==> src/rtl/rop3_feeder.sv <==
// Request FIFO feeding a ROP3 stage: each queued (mode, P, S, D) request is
// serialized as three operand beats with the mode byte held alongside.
module rop3_feeder #(
  parameter int N     = 8,
  parameter int DEPTH = 4
) (
  input  logic         clk,
  input  logic         srst,
  input  logic         in_valid,
  output logic         in_ready,
  input  logic [7:0]   in_mode,
  input  logic [N-1:0] in_p,
  input  logic [N-1:0] in_s,
  input  logic [N-1:0] in_d,
  output logic [N-1:0] Bitmap,
  output logic [7:0]   Mode,
  output logic [1:0]   load_sel,
  output logic         frame_done,
  output logic [15:0]  op_count
);
  localparam int AW = (DEPTH > 1) ? $clog2(DEPTH) : 1;
  localparam int CW = AW + 1;
  localparam int EW = 8 + 3 * N;

  typedef enum logic [1:0] {
    IDLE   = 2'd0,
    LOAD_P = 2'd1,
    LOAD_S = 2'd2,
    LOAD_D = 2'd3
  } state_t;

  state_t state, state_nxt;

  logic [EW-1:0] mem [DEPTH];
  logic [AW-1:0] wr_ptr, rd_ptr;
  logic [CW-1:0] count;
  logic          full, empty, push, pop;
  logic [EW-1:0] head;
  logic [7:0]    head_mode;
  logic [N-1:0]  head_p, head_s, head_d;

  logic [7:0]    hold_mode;
  logic [N-1:0]  hold_p, hold_s, hold_d;
  logic [N-1:0]  bitmap_nxt;
  logic [7:0]    mode_nxt;

  // in_ready comes from the registered occupancy only, so a pop can never open a slot
  // for a write in the same cycle.
  assign full     = (count == CW'(DEPTH));
  assign empty    = (count == '0);
  assign in_ready = ~full;
  assign push     = in_valid & ~full;

  assign head      = mem[rd_ptr];
  assign head_mode = head[EW-1 -: 8];
  assign head_p    = head[3*N-1 -: N];
  assign head_s    = head[2*N-1 -: N];
  assign head_d    = head[N-1:0];

  always_ff @(posedge clk) begin
    if (push) mem[wr_ptr] <= {in_mode, in_p, in_s, in_d};
  end

  always_ff @(posedge clk) begin
    if (srst) begin
      wr_ptr <= '0;
      rd_ptr <= '0;
      count  <= '0;
    end else begin
      if (push) wr_ptr <= wr_ptr + AW'(1);
      if (pop)  rd_ptr <= rd_ptr + AW'(1);
      case ({push, pop})
        2'b10:   count <= count + CW'(1);
        2'b01:   count <= count - CW'(1);
        default: count <= count;
      endcase
    end
  end

  always_comb begin
    state_nxt = state;
    pop       = 1'b0;
    case (state)
      IDLE: begin
        if (!empty) begin
          pop       = 1'b1;
          state_nxt = LOAD_P;
        end
      end
      LOAD_P: state_nxt = LOAD_S;
      LOAD_S: state_nxt = LOAD_D;
      LOAD_D: begin
        if (!empty) begin
          pop       = 1'b1;
          state_nxt = LOAD_P;
        end else begin
          state_nxt = IDLE;
        end
      end
      default: state_nxt = IDLE;
    endcase
  end

  // Outputs are computed from the next state so they register on the same edge as it.
  always_comb begin
    bitmap_nxt = '0;
    mode_nxt   = '0;
    case (state_nxt)
      LOAD_P: begin
        bitmap_nxt = head_p;
        mode_nxt   = head_mode;
      end
      LOAD_S: begin
        bitmap_nxt = hold_s;
        mode_nxt   = hold_mode;
      end
      LOAD_D: begin
        bitmap_nxt = hold_d;
        mode_nxt   = hold_mode;
      end
      default: begin
        bitmap_nxt = '0;
        mode_nxt   = '0;
      end
    endcase
  end

  always_ff @(posedge clk) begin
    if (srst) begin
      state      <= IDLE;
      hold_mode  <= '0;
      hold_p     <= '0;
      hold_s     <= '0;
      hold_d     <= '0;
      Bitmap     <= '0;
      Mode       <= '0;
      frame_done <= 1'b0;
      op_count   <= '0;
    end else begin
      state      <= state_nxt;
      Bitmap     <= bitmap_nxt;
      Mode       <= mode_nxt;
      frame_done <= (state_nxt == LOAD_D);
      if (pop) begin
        hold_mode <= head_mode;
        hold_p    <= head_p;
        hold_s    <= head_s;
        hold_d    <= head_d;
      end
      if (state == LOAD_D) op_count <= op_count + 16'd1;
    end
  end

  assign load_sel = state;

endmodule

==> config.mk <==
export PLATFORM = sky130hd
export DESIGN_NAME = rop3_feeder
export DESIGN_NICKNAME = d
export VERILOG_FILES = /design/src/rtl/rop3_feeder.sv
export SDC_FILE = /design/constraint.sdc
export NUM_CORES = 1
export LEC_CHECK = 0
export ABC_CLOCK_PERIOD_IN_PS = 7200
export CELL_PAD_IN_SITES_DETAIL_PLACEMENT = 1
export CELL_PAD_IN_SITES_GLOBAL_PLACEMENT = 1
export CORE_AREA = 4 4 150 152
export CTS_BUF_LIST = sky130_fd_sc_hd__clkbuf_8
export DETAILED_ROUTE_END_ITERATION = 7
export DIE_AREA = 0 0 154 156
export PLACE_DENSITY_LB_ADDON = 0.1
export SKIP_CTS_REPAIR_TIMING = 1
export SKIP_LAST_GASP = 1
export SLEW_MARGIN = 10
export SYNTH_ARGS = -nofsm -noshare
export SYNTH_HDL_FRONTEND = slang
export SYNTH_SLANG_ARGS = --single-unit
==> constraint.sdc <==
create_clock -name clk -period 7.2 [get_ports clk]
set_input_delay 0.72 -clock clk [delete_from_list [all_inputs] [get_ports clk]]
set_output_delay 0.72 -clock clk [all_outputs]
set_load 0.01 [all_outputs]
==> flow_metrics.env, run 1 <==
export IMPL_max_freq_mhz=290.6
export IMPL_drt_first_iter_violations=172
export IMPL_synth_top_area_frac=0.5277
export IMPL_finalCritPeriodShare=0.4779
export IMPL_grt_overflow=0
export IMPL_synth_xor_area_frac=0.02044
export IMPL_crit_end="count[2]"
export IMPL_numCtsBuffers=17
export IMPL_num_vias=4020
export IMPL_synth_compound_area_share=0.04656
export IMPL_rsz0062_at_grt="no"
export IMPL_grt_max_degree=54
export IMPL_synth_ff_latch_count=196
export IMPL_portBuffers=70
export IMPL_reg2reg_depth=10
export IMPL_floorplan_initialDensity=0.3465
export IMPL_p_leak_nw=2.780
export IMPL_ant_nets=0
export IMPL_cp_required_ns=7.59
export IMPL_clock_root_buffer="clkbuf_8"
export IMPL_synth_fp_nets=510
export IMPL_ir_worst_vdd_mv=0.1211
export IMPL_worstHoldPathType="flip-flop to flip-flop"
export IMPL_wl_per_cell_microns=18.43
export IMPL_synth_top_family_by_area="multiplexers"
export IMPL_final_net_count=583
export IMPL_fin_worst_skew_ns=0.01583
export IMPL_wl_microns=15200
export IMPL_area_growth_syn_to_layout_pct=18.48
export IMPL_relSlewSlack=0.3249
export IMPL_die_area_sq_um=24020
export IMPL_cts_buffer_depth=2
export IMPL_via_per_inst=4.873
export IMPL_track_usage=0.1316
export IMPL_finalHoldViolCount=0
export IMPL_yosysWarningCount=0
export IMPL_fin_tns_setup_ns=0
export IMPL_synthTopCellsByArea="edfxtp_1 53%, dfxtp_1 19%, mux4_2 9.3%, nand2_1 2.8%, a21oi_1 2.1%"
export IMPL_core_area_sq_um=21020
export IMPL_tightest_slew_ns=1.013
export IMPL_synth_area_sq_um=7283
export IMPL_ys_types=39
export IMPL_grt_pass1_wl_microns=24160
export IMPL_synth_mux_area_fraction=0.1043
export IMPL_n_antenna_cell=0
export IMPL_grt_pass1_vias=4351
export IMPL_min_period_ns=3.441
export IMPL_tritoncts="done"
export IMPL_dieHeight_microns=156
export IMPL_hold_path_startpoint="hold_s[2]"
export IMPL_critPathCaptureType="flip-flop"
export IMPL_rows=53
export IMPL_clock_sinks=196
export IMPL_h_tree_depth=4
export IMPL_ioPinCount=71
export IMPL_start_kind="flip-flop"
export IMPL_ys_seq_area_frac=0.7147
export IMPL_max_cap_violations=0
export IMPL_synthCells=464
export IMPL_antenna_found_initial=0
export IMPL_r2r_end="count[2]"
export IMPL_arrival_ns=3.83
export IMPL_drc=0
export IMPL_critPathKind="flip-flop to flip-flop"
export IMPL_synth_avg_cell_area_sq_um=15.70
export IMPL_status="finished, final reports clean"
export IMPL_cp_startpoint="load_sel[0]"
export IMPL_synth_area_leader_cell="edfxtp_1"
export IMPL_cts_clk_slew_worst_paths_ns=0.10
export IMPL_finalMaxSlewViolations=0
export IMPL_worstSkewPairLatency_ns=0.46
export IMPL_yosys_area_share_simple=0.07043
export IMPL_firstDrtPassIters=4
export IMPL_layout_drive_gt1_share=0.1291
export IMPL_power_density_nw_per_um2=355.5
export IMPL_setup_violations=0
export IMPL_worstReg2RegStart="load_sel[0]"
export IMPL_nFillCells=2120
export IMPL_rrSetupSlack_ns=3.76
export IMPL_synthAdderAreaFrac=0.01993
export IMPL_place_congestion=0.7099
export IMPL_place_worst_setup_slack_ns=3.734
export IMPL_worstPathMaxFanout=26
export IMPL_worst_slack_ns=3.759
export IMPL_die_x_microns=154
export IMPL_hpwl_microns=9801
## cell families after synthesis
logic type	Yosys count
AO/OA/AOI/OAI	52
XOR/XNOR	17
adder cells (fa/ha/maj)	11
buffers and inverters	36
flip-flops	196
multiplexers	35
AND/OR/NAND/NOR	117
## cell usage after synthesis
cell	count
fa_1	1
mux2i_1	2
buf_6	1
nor2b_1	1
mux4_1	2
and2_1	1
o2bb2ai_1	1
or3_1	3
o21ai_0	3
nor3_1	6
a21o_1	2
ha_1	10
nor2_1	31
and3_1	4
or3b_1	1
nor4_1	4
mux4_2	30
xnor2_1	12
clkinv_1	1
buf_4	1
buf_12	1
dfxtp_1	68
inv_2	1
a21oi_1	30
nand4_1	4
buf_2	8
nor3_2	1
a222oi_1	8
a22o_1	8
mux2_2	1
buf_1	2
nand3_1	5
xor2_1	5
clkbuf_1	9
or2_1	1
edfxtp_1	128
nor3b_1	1
nand2_1	54
inv_1	12
## critical path, cell delays in order (launching register included)
cell     delay [ns]
dfxtp_1        0.47
inv_1          0.11
ha_1           0.36
or2_1          0.56
inv_2          0.54
ha_1           0.29
inv_1          0.06
fa_1           0.37
xor2_1         0.15
or3_1          0.31
a21oi_1        0.14
## per-stage QoR
step           hold WS [ns]  power [mW]  cells  instance area, sq um    util
3_5_place_dp         0.4504       2.450    793                  8249  0.3924
2_1_floorplan        0.4357       2.121    464                  7283       -
5_1_grt              0.4904       3.274    825                  8630  0.4105
3_3_place_gp         0.4418       2.426    793                  8249  0.3924
6_report             0.4629       3.068    825                  8630  0.4105
4_1_cts              0.4653       3.143    825                  8630  0.4105
## power by group
group          switching, mW  leakage (nW)  internal [mW]
Sequential             0.100          1.73           1.39
Clock                  0.396         0.188          0.283
Combinational          0.496         0.862          0.398
## flip-flops by register name, summed over array words and instances, names as in the netlist, named ones only
signal and flops:
wr_ptr 2, hold_mode 8, op_count 16, frame_done 1, mem 128, hold_d 8
load_sel 2, hold_s 8, rd_ptr 2, count 3, Mode 8, Bitmap 8
## per-layer routing
metal | part of all wire | routed length [microns] | track usage
met1 | 0.42 | 6461 | 0.1543
met2 | 0.53 | 8090 | 0.2386
met3 | 0.035 | 526 | 0.03828
met4 | 0.0082 | 125 | 0.03154
met5 | 0 | 0 | 0
## cell type report
cell class	instances	area, sq um	area share
clock inverters	15	146.4	0.01696
repair buffers	76	740.7	0.08583
inverters	14	52.55	0.006090
multi-input cells	232	1906	0.2208
clock buffers	17	234.0	0.02711
flip-flops and latches	196	5206	0.6033
well taps	275	344.1	0.03987
## placed cells by master (no fill, tap or decap), drive strengths merged, types with 4 or more instances in the layout
cell and n:
clkinv 4, nand3 5, edfxtp 128, xor2 5
nand4 4, buf 7, dfxtp 68, clkbuf 17
xnor2 12, nor2 31, a22o 8, and3 4
a21oi 30, mux4 32, nor4 4, nand2 54
nor3 7, inv 21, clkdlybuf4s50 69, a222oi 8
ha 10
## worst min path at each step
| stage | to | slack, ns | cells past startpoint |
|---|---|---|---|
| floorplan | hold_d[0] | 0.44 | 2 |
| finish | hold_s[2] | 0.46 | 2 |
| detailed placement | hold_s[2] | 0.45 | 2 |
| CTS | hold_s[2] | 0.47 | 2 |
| global route | hold_d[4] | 0.49 | 2 |
| global placement | hold_mode[3] | 0.44 | 2 |
Power figures use the tool's default switching activity.
==> run 2, diff against run 1 <==
--- a/config.mk
+++ b/config.mk
@@ -5,7 +5,7 @@
 export SDC_FILE = /design/constraint.sdc
 export NUM_CORES = 1
 export LEC_CHECK = 0
-export ABC_CLOCK_PERIOD_IN_PS = 7200
+export ABC_CLOCK_PERIOD_IN_PS = 3600
 export CELL_PAD_IN_SITES_DETAIL_PLACEMENT = 1
 export CELL_PAD_IN_SITES_GLOBAL_PLACEMENT = 1
 export CORE_AREA = 4 4 150 152
==> constraint.sdc (replaced) <==
create_clock -name clk -period 3.6 [get_ports clk]
set_input_delay 0.36 -clock clk [delete_from_list [all_inputs] [get_ports clk]]
set_output_delay 0.36 -clock clk [all_outputs]
set_load 0.01 [all_outputs]
==> flow_metrics.env, run 2 (synthesis gave the netlist of run 1 again) <==
export IMPL_status="finished, final reports clean"
export IMPL_clock_sinks=196
export IMPL_core_area_sq_um=21020
export IMPL_finalCritPeriodShare=0.7060
export IMPL_worst_slack_ns=1.058
export IMPL_worstSkewPairLatency_ns=0.45
export IMPL_h_tree_depth=4
export IMPL_max_cap_violations=0
export IMPL_rows=53
export IMPL_cts_buffer_depth=2
export IMPL_ant_nets=0
export IMPL_die_x_microns=154
export IMPL_internal_power_mw=4.268
export IMPL_numCtsBuffers=17
export IMPL_finalHoldViolCount=0
export IMPL_power_density_nw_per_um2=717.5
export IMPL_hpwl_microns=9826
export IMPL_final_net_count=587
export IMPL_via_per_inst=4.820
export IMPL_worstPathMaxFanout=6
export IMPL_ir_worst_vdd_mv=0.2548
export IMPL_portBuffers=70
export IMPL_layout_drive_gt1_share=0.1336
export IMPL_ioPinCount=71
export IMPL_final_cell_mix="128 x edfxtp_1, 69 x clkdlybuf4s50_1, 67 x dfxtp_1"
export IMPL_setup_violations=0
export IMPL_rrSetupSlack_ns=1.06
export IMPL_track_usage=0.1326
export IMPL_worstReg2RegStart="load_sel[0]"
export IMPL_cp_startpoint="load_sel[0]"
export IMPL_grt_max_degree=33
export IMPL_max_freq_mhz=393.4
export IMPL_critPathKind="flip-flop to flip-flop"
export IMPL_top_register="mem"
export IMPL_crit_chain="inv_1, ha_1, or2_1, inv_2, ha_1, inv_1, fa_1, xor2_1, or3_1, a21oi_1"
export IMPL_clockPowerShare=0.227
export IMPL_clock_root_buffer="clkbuf_8"
export IMPL_worstHoldPathType="input port to flip-flop"
export IMPL_cpPeakStageDelay_ns=0.46
export IMPL_fin_worst_skew_ns=0.01023
export IMPL_tightest_slew_ns=0.7048
export IMPL_arrival_ns=2.92
export IMPL_grt_pass1_vias=4340
export IMPL_grt_pass1_wl_microns=24520
export IMPL_rsz0062_at_grt="no"
export IMPL_swShare=0.3157
export IMPL_n_antenna_cell=0
export IMPL_reg2reg_depth=10
export IMPL_critPathCaptureType="flip-flop"
export IMPL_wl_per_cell_microns=18.40
export IMPL_fin_tns_setup_ns=0
export IMPL_drc=0
export IMPL_hold_path_startpoint="srst"
export IMPL_p_seq_frac=0.484
export IMPL_r2r_end="count[2]"
export IMPL_drt_first_iter_violations=175
export IMPL_p_leak_nw=2.814
export IMPL_cts_clk_slew_worst_paths_ns=0.09
export IMPL_die_area_sq_um=24020
export IMPL_relSlewSlack=0.5301
export IMPL_antenna_found_initial=0
export IMPL_min_period_ns=2.542
export IMPL_place_congestion=0.6880
export IMPL_largestRegisters="mem: 128 flops, op_count: 16 flops"
export IMPL_grt_overflow=0
export IMPL_wl_microns=15260
export IMPL_start_kind="flip-flop"
export IMPL_floorplan_initialDensity=0.3465
export IMPL_finalMaxSlewViolations=0
export IMPL_largest_register_ffs=128
export IMPL_whs_path_depth=2
export IMPL_num_vias=3996
export IMPL_dieHeight_microns=156
export IMPL_area_growth_syn_to_layout_pct=19.34
export IMPL_final_common_cell="edfxtp_1"
export IMPL_p_switching_mw=1.969
export IMPL_cp_required_ns=3.98
export IMPL_slowest_stage="dfxtp_1"
export IMPL_firstDrtPassIters=4
export IMPL_p_comb_frac=0.290
export IMPL_place_worst_setup_slack_ns=1.083
export IMPL_hold_path_endpoint="op_count[4]"
export IMPL_tritoncts="done"
run 2: cell types whose count changed in the layout (fill, tap and decap cells not counted):
| cell | before | now |
|---|---|---|
| buf_4 | 6 | 9 |
| inv_6 | 4 | 2 |
| buf_12 | 0 | 1 |
| bufinv_16 | 1 | 2 |
| clkbuf_8 | 17 | 18 |
| clkinv_1 | 2 | 3 |
| clkinv_4 | 2 | 3 |
| clkinvlp_4 | 3 | 2 |
| inv_8 | 3 | 2 |
run 2: how the worst max path moves through the flow:
| stage | depth (start not counted) | endpoint |
|---|---|---|
| after floorplan | 12 | count[2] |
| after global placement | 10 | count[2] |
| after detailed placement | 10 | count[2] |
| after CTS | 10 | count[2] |
| after global routing | 10 | count[2] |
| final | 10 | count[2] |
run 2: worst max-delay path: cells and delay by family, from the launching register on:
kind | cells | cell delay [ns]
AOI/OAI and AO/OA | 1 | 0.14
DFF | 1 | 0.46
xor gates and xnor gates | 1 | 0.16
and+or+nand+nor | 2 | 0.59
buffers and inverters | 3 | 0.22
adders and majority gates | 3 | 0.91
run 2: power by group through the flow:
| stage | combinational, mW | clock (mW) | sequential (mW) |
|---|---|---|---|
| floorplan | 1.24 | 0 | 3.00 |
| global route | 2.03 | 1.58 | 3.07 |
| finish | 1.81 | 1.41 | 3.02 |
| detailed placement | 1.85 | 0 | 3.08 |
| CTS | 1.86 | 1.47 | 3.03 |
| global placement | 1.83 | 0 | 3.07 |
run 2: area by class of cell:
class	instances	area (sq um)
multi-input cells	232	1906
clock inverters	14	152.6
fillers	2108	12330
well taps	275	344.1
inverters	14	52.55
clock buffers	18	247.7
flip-flops and latches	196	5206
repair buffers	80	783.3
run 2: layer usage:
| metal | GRT usage | vias up | routed length, microns |
|---|---|---|---|
| met5 | 0 | - | 0 |
| met4 | 0.03406 | 0 | 123 |
| met3 | 0.03412 | 8 | 549 |
| met2 | 0.2315 | 71 | 7873 |
| met1 | 0.1652 | 2032 | 6710 |
| li1 | - | 1885 | - |
run 2: metrics by stage:
stage | instances | utilization | hold slack [ns] | power, mW | instance area, sq um
floorplan | 464 | - | 0.4357 | 4.242 | 7283
global placement | 797 | 0.3944 | 0.4408 | 4.901 | 8292
detailed placement | 797 | 0.3944 | 0.4513 | 4.935 | 8292
CTS | 829 | 0.4135 | 0.4043 | 6.363 | 8692
global route | 829 | 0.4135 | 0.4278 | 6.677 | 8692
finish | 829 | 0.4135 | 0.4220 | 6.237 | 8692
==> run 3, diff against run 2 <==
--- a/config.mk
+++ b/config.mk
@@ -5,7 +5,7 @@
 export SDC_FILE = /design/constraint.sdc
 export NUM_CORES = 1
 export LEC_CHECK = 0
-export ABC_CLOCK_PERIOD_IN_PS = 3600
+export ABC_CLOCK_PERIOD_IN_PS = 2380
 export CELL_PAD_IN_SITES_DETAIL_PLACEMENT = 1
 export CELL_PAD_IN_SITES_GLOBAL_PLACEMENT = 1
 export CORE_AREA = 4 4 150 152
==> constraint.sdc (replaced) <==
create_clock -name clk -period 2.38 [get_ports clk]
set_input_delay 0.238 -clock clk [delete_from_list [all_inputs] [get_ports clk]]
set_output_delay 0.238 -clock clk [all_outputs]
set_load 0.01 [all_outputs]
==> flow_metrics.env, run 3 (synthesis gave the netlist of run 1 again) <==
export IMPL_status="finished, final reports clean"
export IMPL_ioPinCount=71
export IMPL_numCtsBuffers=17
export IMPL_r2r_end="count[2]"
export IMPL_via_per_inst=4.824
export IMPL_finalHoldViolCount=0
export IMPL_final_cell_mix="128 x edfxtp_1, 69 x clkdlybuf4s50_1, 64 x dfxtp_1"
export IMPL_grt_overflow=0
export IMPL_crit_chain="inv_1, ha_4, or2_1, inv_4, ha_4, inv_1, fa_2, xor2_1, or3_1, a21oi_1"
export IMPL_p_switching_mw=3.055
export IMPL_arrival_ns=2.64
export IMPL_core_area_sq_um=21020
export IMPL_fin_tns_setup_ns=0
export IMPL_n_antenna_cell=0
export IMPL_rrSetupSlack_ns=0.13
export IMPL_antenna_found_initial=0
export IMPL_tritoncts="done"
export IMPL_tightest_slew_ns=0.6260
export IMPL_reg2reg_depth=10
export IMPL_min_period_ns=2.254
export IMPL_place_congestion=0.7226
export IMPL_finalCritPeriodShare=0.9469
export IMPL_cp_startpoint="load_sel[1]"
export IMPL_cp_depth=10
export IMPL_stdcell_area_sq_um=8793
export IMPL_worstSkewPairLatency_ns=0.45
export IMPL_finalMaxSlewViolations=0
export IMPL_p_leak_nw=2.844
export IMPL_drt_first_iter_violations=245
export IMPL_worst_slack_ns=0.1263
export IMPL_critPathCaptureType="flip-flop"
export IMPL_cts_clk_slew_worst_paths_ns=0.10
export IMPL_internal_power_mw=6.478
export IMPL_rows=53
export IMPL_die_area_sq_um=24020
export IMPL_setup_violations=0
export IMPL_start_kind="flip-flop"
export IMPL_largest_register_ffs=128
export IMPL_final_common_cell="edfxtp_1"
export IMPL_grt_pass1_wl_microns=24980
export IMPL_cp_required_ns=2.76
export IMPL_wl_per_cell_microns=18.91
export IMPL_whs_ns=0.2758
export IMPL_grt_pass1_vias=4311
export IMPL_critPathKind="flip-flop to flip-flop"
export IMPL_area_growth_syn_to_layout_pct=20.74
export IMPL_final_cell_count_no_fill=835
export IMPL_place_worst_setup_slack_ns=0.06920
export IMPL_layout_drive_gt1_share=0.1607
export IMPL_worstHoldPathType="input port to flip-flop"
export IMPL_max_cap_violations=0
export IMPL_final_net_count=593
export IMPL_ant_nets=0
export IMPL_hold_path_startpoint="srst"
export IMPL_rsz0062_at_grt="no"
export IMPL_whs_path_depth=2
export IMPL_relSlewSlack=0.5804
export IMPL_grt_max_degree=33
export IMPL_power_density_nw_per_um2=1084
export IMPL_top_register="mem"
export IMPL_dpl_cell_area_sq_um=8412
export IMPL_dp_cells=803
export IMPL_num_vias=4028
export IMPL_hold_path_endpoint="rd_ptr[0]"
export IMPL_max_freq_mhz=443.7
export IMPL_drc=0
export IMPL_p_seq_frac=0.470
export IMPL_cpPeakStageDelay_ns=0.37
export IMPL_wl_microns=15790
export IMPL_firstDrtPassIters=4
export IMPL_worstReg2RegStart="load_sel[1]"
export IMPL_worstPathMaxFanout=6
export IMPL_clock_root_buffer="clkbuf_8"
export IMPL_cts_buffer_depth=2
export IMPL_fin_worst_skew_ns=0.008362
export IMPL_critPathTopFamily="adder cells"
export IMPL_dieHeight_microns=156
export IMPL_clock_sinks=196
export IMPL_die_x_microns=154
export IMPL_slowest_stage="dfxtp_4"
export IMPL_swShare=0.3205
export IMPL_portBuffers=70
export IMPL_track_usage=0.1367
export IMPL_floorplan_initialDensity=0.3465
export IMPL_hpwl_microns=10330
export IMPL_ir_worst_vdd_mv=0.5104
export IMPL_largestRegisters="mem: 128 flops, op_count: 16 flops"
export IMPL_p_comb_frac=0.315
export IMPL_h_tree_depth=4
export IMPL_cp_buffers_inverters=3
export IMPL_clockPowerShare=0.215
run 3: cell count changes in the layout (fill, tap and decap cells not counted), sizes merged:
cell,previous run,this run
buf,11,17
bufinv,2,1
clkinv,6,7
clkinvlp,2,3
inv,18,17
run 3: power groups by stage:
| stage | registers [mW] | clock network [mW] | logic, mW |
|---|---|---|---|
| 3_3_place_gp | 4.54 | 0 | 3.01 |
| 6_report | 4.48 | 2.05 | 3.00 |
| 2_1_floorplan | 4.55 | 0 | 1.98 |
| 4_1_cts | 4.50 | 2.14 | 3.08 |
| 5_1_grt | 4.55 | 2.28 | 3.31 |
| 3_5_place_dp | 4.58 | 0 | 3.07 |
run 3: worst max path at each step:
stage               slack [ns]       end
floorplan                 0.01  count[2]
global placement          0.18  count[2]
detailed placement        0.07  count[2]
CTS                       0.04  count[2]
global route              0.04  count[2]
finish                    0.13  count[2]
run 3: stage by stage:
stage / util / total power [mW]
finish: 0.4183 / 9.532
global route: 0.4183 / 10.15
CTS: 0.4181 / 9.718
detailed placement: 0.4002 / 7.651
global placement: 0.4002 / 7.552
floorplan: - / 6.522
run 3: final cells by class:
class,count,area (sq um)
clock buffer,18,247.7
sequential,196,5215
multi-input combinational,232,1936
timing repair buffer,86,865.8
inverter,14,55.05
tap,275,344.1
clock inverter,14,130.1
fill,2113,12230
run 3: worst register-to-register path: cells and delay by family, from the launching register on:
| kind | cells | cell delay, ns |
|---|---|---|
| adders and majority gates | 3 | 0.68 |
| and+or+nand+nor | 2 | 0.59 |
| DFF | 1 | 0.37 |
| buffers and inverters | 3 | 0.24 |
| xor gates and xnor gates | 1 | 0.16 |
| AOI/OAI and AO/OA | 1 | 0.15 |
run 3: routing by layer:
layer  share of wire  track usage  vias up
met4           0.010      0.04289        0
li1                -            -     1899
met5               0            0        -
met3           0.033      0.03135       11
met2            0.49       0.2255       74
met1            0.47       0.1810     2044
